`src/rtl/alu_writeback.sv`:
```
`default_nettype none
// ============================================================================
// Module   : alu_writeback
// Purpose  : Result writeback unit for the ALU datapath. Takes one 16-bit
//            result per valid/ready handshake and stores it into byte-wide
//            little-endian memory, either as a single byte or as a word
//            (low byte at addr, high byte at addr+1, address wraps).
// Ports    : Clock, Reset_n     - rising-edge clock, async active-low reset
//            in_valid/in_ready  - request handshake (ready only when idle)
//            in_data/in_addr    - result word and destination byte address
//            in_byte            - 1 = byte op, 0 = word op
//            in_psw/psw_q       - PSW in / committed PSW (ALU_WB_PSW_EN only)
//            mem_we/mem_addr/mem_wdata/mem_ready - byte write port
//            done               - one-cycle pulse after final byte accepted
// Options  : `define ALU_WB_PSW_EN to add PSW latching and commit.
// Revision : 1.0 - initial release
// ============================================================================
module alu_writeback #(
  parameter int ADDR_W = 16
) (
  input  logic              Clock,
  input  logic              Reset_n,
  input  logic              in_valid,
  output logic              in_ready,
  input  logic [15:0]       in_data,
  input  logic [ADDR_W-1:0] in_addr,
  input  logic              in_byte,
`ifdef ALU_WB_PSW_EN
  input  logic [15:0]       in_psw,
`endif
  output logic              mem_we,
  output logic [ADDR_W-1:0] mem_addr,
  output logic [7:0]        mem_wdata,
  input  logic              mem_ready,
  output logic              done
`ifdef ALU_WB_PSW_EN
  ,
  output logic [15:0]       psw_q
`endif
);

  typedef enum logic [1:0] {
    IDLE  = 2'd0,
    WR_LO = 2'd1,
    WR_HI = 2'd2
  } state_t;

  state_t              state_q, state_d;
  logic [15:0]         data_q;
  logic [ADDR_W-1:0]   addr_q;
  logic                byte_q;
  logic                done_q;
  logic                accept;
  logic                final_ack;

  assign accept = (state_q == IDLE) && in_valid;

  // Final byte of the request is being taken by memory this cycle.
  assign final_ack = mem_ready &&
                     (((state_q == WR_LO) && byte_q) || (state_q == WR_HI));

  always_comb begin
    state_d = state_q;
    case (state_q)
      IDLE:    if (in_valid)  state_d = WR_LO;
      WR_LO:   if (mem_ready) state_d = byte_q ? IDLE : WR_HI;
      WR_HI:   if (mem_ready) state_d = IDLE;
      default: state_d = IDLE;
    endcase
  end

  always_ff @(posedge Clock or negedge Reset_n) begin
    if (!Reset_n) begin
      state_q <= IDLE;
      data_q  <= '0;
      addr_q  <= '0;
      byte_q  <= 1'b0;
      done_q  <= 1'b0;
    end else begin
      state_q <= state_d;
      done_q  <= final_ack;
      if (accept) begin
        data_q <= in_data;
        addr_q <= in_addr;
        byte_q <= in_byte;
      end
    end
  end

`ifdef ALU_WB_PSW_EN
  logic [15:0] psw_lat_q;

  // PSW is latched with the request and committed on the same edge that
  // raises done, so flags and memory become visible together.
  always_ff @(posedge Clock or negedge Reset_n) begin
    if (!Reset_n) begin
      psw_lat_q <= '0;
      psw_q     <= '0;
    end else begin
      if (accept)    psw_lat_q <= in_psw;
      if (final_ack) psw_q     <= psw_lat_q;
    end
  end
`endif

  // Outputs decode straight from the state register so mem_we drops as soon
  // as the asynchronous reset clears it, and stay frozen while stalled.
  assign in_ready  = (state_q == IDLE);
  assign mem_we    = (state_q != IDLE);
  assign mem_addr  = (state_q == WR_HI) ? (addr_q + ADDR_W'(1)) : addr_q;
  assign mem_wdata = (state_q == WR_HI) ? data_q[15:8] : data_q[7:0];
  assign done      = done_q;

endmodule
`default_nettype wire

```
`config.mk`:
```
export PLATFORM = sky130hd
export DESIGN_NAME = alu_writeback
export DESIGN_NICKNAME = d
export VERILOG_FILES = /design/src/rtl/alu_writeback.sv
export SDC_FILE = /design/constraint.sdc
export NUM_CORES = 1
export LEC_CHECK = 0
export CELL_PAD_IN_SITES_DETAIL_PLACEMENT = 1
export CELL_PAD_IN_SITES_GLOBAL_PLACEMENT = 1
export CORE_MARGIN = 4
export CORE_UTILIZATION = 39
export CTS_BUF_LIST = sky130_fd_sc_hd__clkbuf_8
export DETAILED_ROUTE_END_ITERATION = 8
export PLACE_DENSITY = 0.9
export SETUP_SLACK_MARGIN = 0.2
export SLEW_MARGIN = 25
export SYNTH_ARGS = -nofsm -noshare
export SYNTH_HDL_FRONTEND = slang
export SYNTH_SLANG_ARGS = --single-unit
```
`constraint.sdc`:
```
create_clock -name Clock -period 2.2 [get_ports Clock]
set_input_delay 0.44 -clock Clock [delete_from_list [all_inputs] [get_ports Clock]]
set_output_delay 0.44 -clock Clock [all_outputs]
set_load 0.005 [all_outputs]
```
# Word-level counts from Yosys, hierarchy flattened
# Index checks and enable logic that the tools add are counted.
[op_classes]
add_sub_neg = 1
eq_ne = 5
mux = 7
n_reduce_logical = 7
[ops]
columns = ["operator", "n"]
rows = [
  ["16-bit by 1-bit adder with 16-bit output (second input constant)", 1],
  ["16-bit two-way mux", 1],
  ["2-bit two-way mux", 4],
  ["8-bit two-way mux", 1],
  ["2-bit != test (second input constant)", 3],
  ["2-bit one-hot mux with 3 select lines", 1],
  ["1-bit logical AND", 3],
  ["3-bit AND reduction", 1],
  ["2-bit by 1-bit equality test with 1-bit output (second input constant)", 1],
  ["2-bit equality test (second input constant)", 1],
  ["2-bit logical NOT", 1],
  ["2-bit nonzero test", 1],
  ["1-bit logical OR", 1],
]
[word_totals]
ff_bits = 36
inputBits = 37
output_inout_bits = 27

# Depth between registers and ports, before layout
[logic_depth]
ltp_word = 4
mapped_depth = 5
depth_no_buf = 5

# Worst setup path after synthesis
# Ideal clock, no wire load.
[synth_path]
kind = "reg2out"
from = "reg addr_q[0]"
to = "out mem_addr[14]"
t_arrival_ns = 1.286
slack_ns = 0.474
path_stages_with_launch = 6
path_cell_list = "dfrtp_1 ha_1 and4b_1 and3_1 nand4_1 xnor2_1"
[synth_between]
elab_chain_len = 2
[synth_lines]
columns = ["element", "line_no", "source"]
rows = [
  ["start: declaration", "50", "logic [ADDR_W-1:0] addr_q;"],
  ["start signal: assignment", "84", "addr_q <= in_addr;"],
  ["16-bit by 1-bit adder with 16-bit output", "110", "assign mem_addr = (state_q == WR_HI) ? (addr_q + ADDR_W'(1)) : addr_q;"],
  ["16-bit two-way mux", "110", ""],
  ["end: declaration", "32", "output logic [ADDR_W-1:0] mem_addr,"],
]
# No other way between the ends.

# Worst setup path after layout
[layout_path]
from = "reg state_q[0]"
to = "out mem_wdata[4]"
[layout_between]
elab_chain_len = 2
[layout_lines]
columns = ["element", "line_no", "source"]
rows = [
  ["start: declaration", "48", "state_t state_q, state_d;"],
  ["start signal: assignment", "80", "state_q <= state_d;"],
  ["2-bit equality test", "111", "assign mem_wdata = (state_q == WR_HI) ? data_q[15:8] : data_q[7:0];"],
  ["8-bit two-way mux", "111", ""],
  ["end: declaration", "33", "output logic [7:0] mem_wdata,"],
]
# No other way between the ends.

==> metrics <==
post-DR vias/cell=5.40; drt pass-1 iters=4; Area growth syn-to-layout=64.7%; DP HPWL=about 3500 µm; pwr/cell area=1320 mW/mm²; die area=slightly below 0.006 mm²; Seq/Total Area, Yosys=49.7%; flop2flop setup slack=approximately 0.29 ns; CTS Buf Count=5; final-stage net count=approximately 270; final worst slack=-0.120 ns; ys async rst share=100%; endpoints failing setup=16; Peak Freq=about 430 MHz; power consumption=0.00394 W; via count=about 1,600; Cell Area, Placed=between 0.002 and 0.003 mm²; Die H=76.2 µm; Mapped Cells=around 140; failing checks=negative setup slack; initial antenna violation count=0; Max Buffers Root-to-Sink=2; RD Place Congestion=0.682; Top FF cell, synth=dfrtp_1; Die Span X=between 70 and 80 µm; ANT cells=0; RSZ-0062 raised after global routing=yes; DR iter-0 viols=88; clock skew=0.00614 ns; FP Rows=24; Boundary Pins=64; clk_lat worst skew=approximately 0.3 ns; critical path class=reg -> out; Routed Antenna Nets=0; clock root cell=clkbuf_8; clock transition at the registers of the reported paths=0.07 ns; max-slew violations=0; layout cells sized above 1=between 40% and 50%; FF-to-FF End=addr_q[4]$_DFFE_PN0P_; critical path arrival=around 1.9 ns; first-pass GRT wire length=~10,000 µm; EDFF count, synth=0; status=finished with violations; Net Count, Synth=around 170; Syn Area/Cell=around 13 µm²; Req. time, crit path=approximately 1.8 ns; wire length per cell=26.2 µm; RR Startpoint=state_q[1]$_DFFE_PN0P_; period utilization=105%; Max VDD drop=871 µV; Hold Vio Cnt, Final=0; Leakage=around 1.3 nW; Max Fanout on Critical Path=4; Slew @ Worst Pin=around 0.83 ns; vias in the first global route=between 1,500 and 2,000; largest net degree at the start of global routing=37; buffers added on ports=63; yosys warns=0; H-tree depth=2; DRC=0; total grt overflow=0; startpoint class of the critical path=register; Sink Count=36; post-synthesis register bit count=36; DP Worst Slack=~0.00015 ns; post-route setup TNS=-0.736 ns; Netlist cell types=28; worst hold slack=0.234 ns; GRT Overall Usage=23.3%; Max Cap Violations=0; crit end category=primary output; cell depth of the worst flop-to-flop path=6; slew margin rel.=between 40% and 50%; Starting Density=approximately two fifths; Core Box Area=0.00441 mm²; Post-Route WL=between 7000 and 8000 µm; Post-Layout Inst Area=0.00299 mm²; Syn Std Cell Area=0.00181 mm²; minimum clock period=roughly 2.3 ns; path category of the worst min-delay check=in -> async; CTS tree=done
## area by class of cell
class                   instances  area (µm²)
fillers                       418        1430
multi-input cells              93         991
repair buffers                 98         910
flip-flops and latches         36         901
clock buffers                   5        68.8
well taps                      52        65.1
clock inverters                 3        42.5
inverters                       2        7.51
## registers in the layout (all words and copies together) (netlist names)
| signal | count |
|---|---|
| addr_q | 16 |
| byte_q | 1 |
| data_q | 16 |
| done | 1 |
| state_q | 2 |
## critical path: stages, from the launching register on
cell     delay [ns]
dfrtp_1        0.40
and2b_4        0.30
buf_4          0.14
buf_8          0.10
buf_6          0.12
buf_6          0.10
mux2_4         0.30
buf_6          0.12
## what timing repair did
| action | 4_1_cts | 5_1_grt |
|---|---|---|
| pin swaps | 15 | 8 |
| setup buffers | 17 | 4 |
| hold buffers | 0 | 0 |
| setup endpoints to repair | 25 | 25 |
| resized for setup | 140 | 9 |
| cloned | 1 | 0 |
## cells in the mapped netlist, types with 2 or more instances
library cell | count | area (µm²)
mux2_2 | 9 | 101
mux2_1 | 33 | 372
buf_6 | 3 | 33.8
dfrtp_1 | 36 | 901
nand4_1 | 3 | 18.8
buf_2 | 2 | 10.0
xor2_1 | 8 | 70.1
nand2_1 | 8 | 30.0
inv_1 | 2 | 7.51
xnor2_1 | 7 | 61.3
nor3_1 | 2 | 10.0
nor2_1 | 7 | 26.3
## through the flow
stage / cells / util [%]
finish: 289 / 67.6
global route: 289 / 67.6
CTS: 285 / 66.0
detailed placement: 259 / 57.9
global placement: 259 / 57.9
floorplan: 136 / -
## cell usage in the layout, fill, tap and decap left out, types with 2 or more instances in the layout
master	netlist	routed
dfrtp_1	36	36
clkdlybuf4s50_1	0	36
mux2_1	33	33
buf_4	0	22
buf_6	3	19
buf_2	2	15
mux2_4	0	9
xor2_1	8	7
xnor2_1	7	6
nand2_1	8	5
clkbuf_8	0	5
nand4_1	3	3
nor2_1	7	3
nor2_4	0	2
inv_1	2	2
nor4_4	1	2
nand2_2	0	2
nor2_2	0	2
## worst max path at each step
stage | startpoint | to | slack (ns) | cells after the start
2_1_floorplan | addr_q[0]$_DFFE_PN0P_ | mem_addr[14] | 0.47 | 5
3_3_place_gp | state_q[0]$_DFFE_PN0P_ | mem_addr[15] | 0.04 | 5
3_5_place_dp | addr_q[0]$_DFFE_PN0P_ | mem_addr[14] | 0.0001 | 6
4_1_cts | state_q[0]$_DFFE_PN0P_ | mem_addr[15] | -0.06 | 7
5_1_grt | state_q[0]$_DFFE_PN0P_ | mem_wdata[0] | -0.17 | 7
6_report | state_q[0]$_DFFE_PN0P_ | mem_wdata[4] | -0.12 | 7
## cell families after synthesis
family / count (synthesis) / share of synthesized area (%)
muxes: 43 / 26.6
DFF: 36 / 49.7
and+or+nand+nor: 32 / 12.1
xor gates and xnor gates: 15 / 7.25
buffers and inverters: 7 / 2.83
AOI/OAI and AO/OA: 2 / 0.759
adders and majority gates: 1 / 0.690
## per-layer routing
| layer | vias to the layer above | routed length [µm] | track usage (%) |
|---|---|---|---|
| met5 | - | 0 | 0 |
| met4 | 0 | 148 | 8.39 |
| met3 | 15 | 516 | 9.46 |
| met2 | 70 | 4000 | 40.2 |
| met1 | 797 | 2900 | 25.6 |
| li1 | 678 | - | - |
## report_power, final
part	internal (W)	total (W)	switching [W]
registers	0.000990	0.00132	0.000332
logic	0.00115	0.00202	0.000868
clock network	0.000335	0.000597	0.000262
No activity file was read; power rests on OpenSTA's default activity.
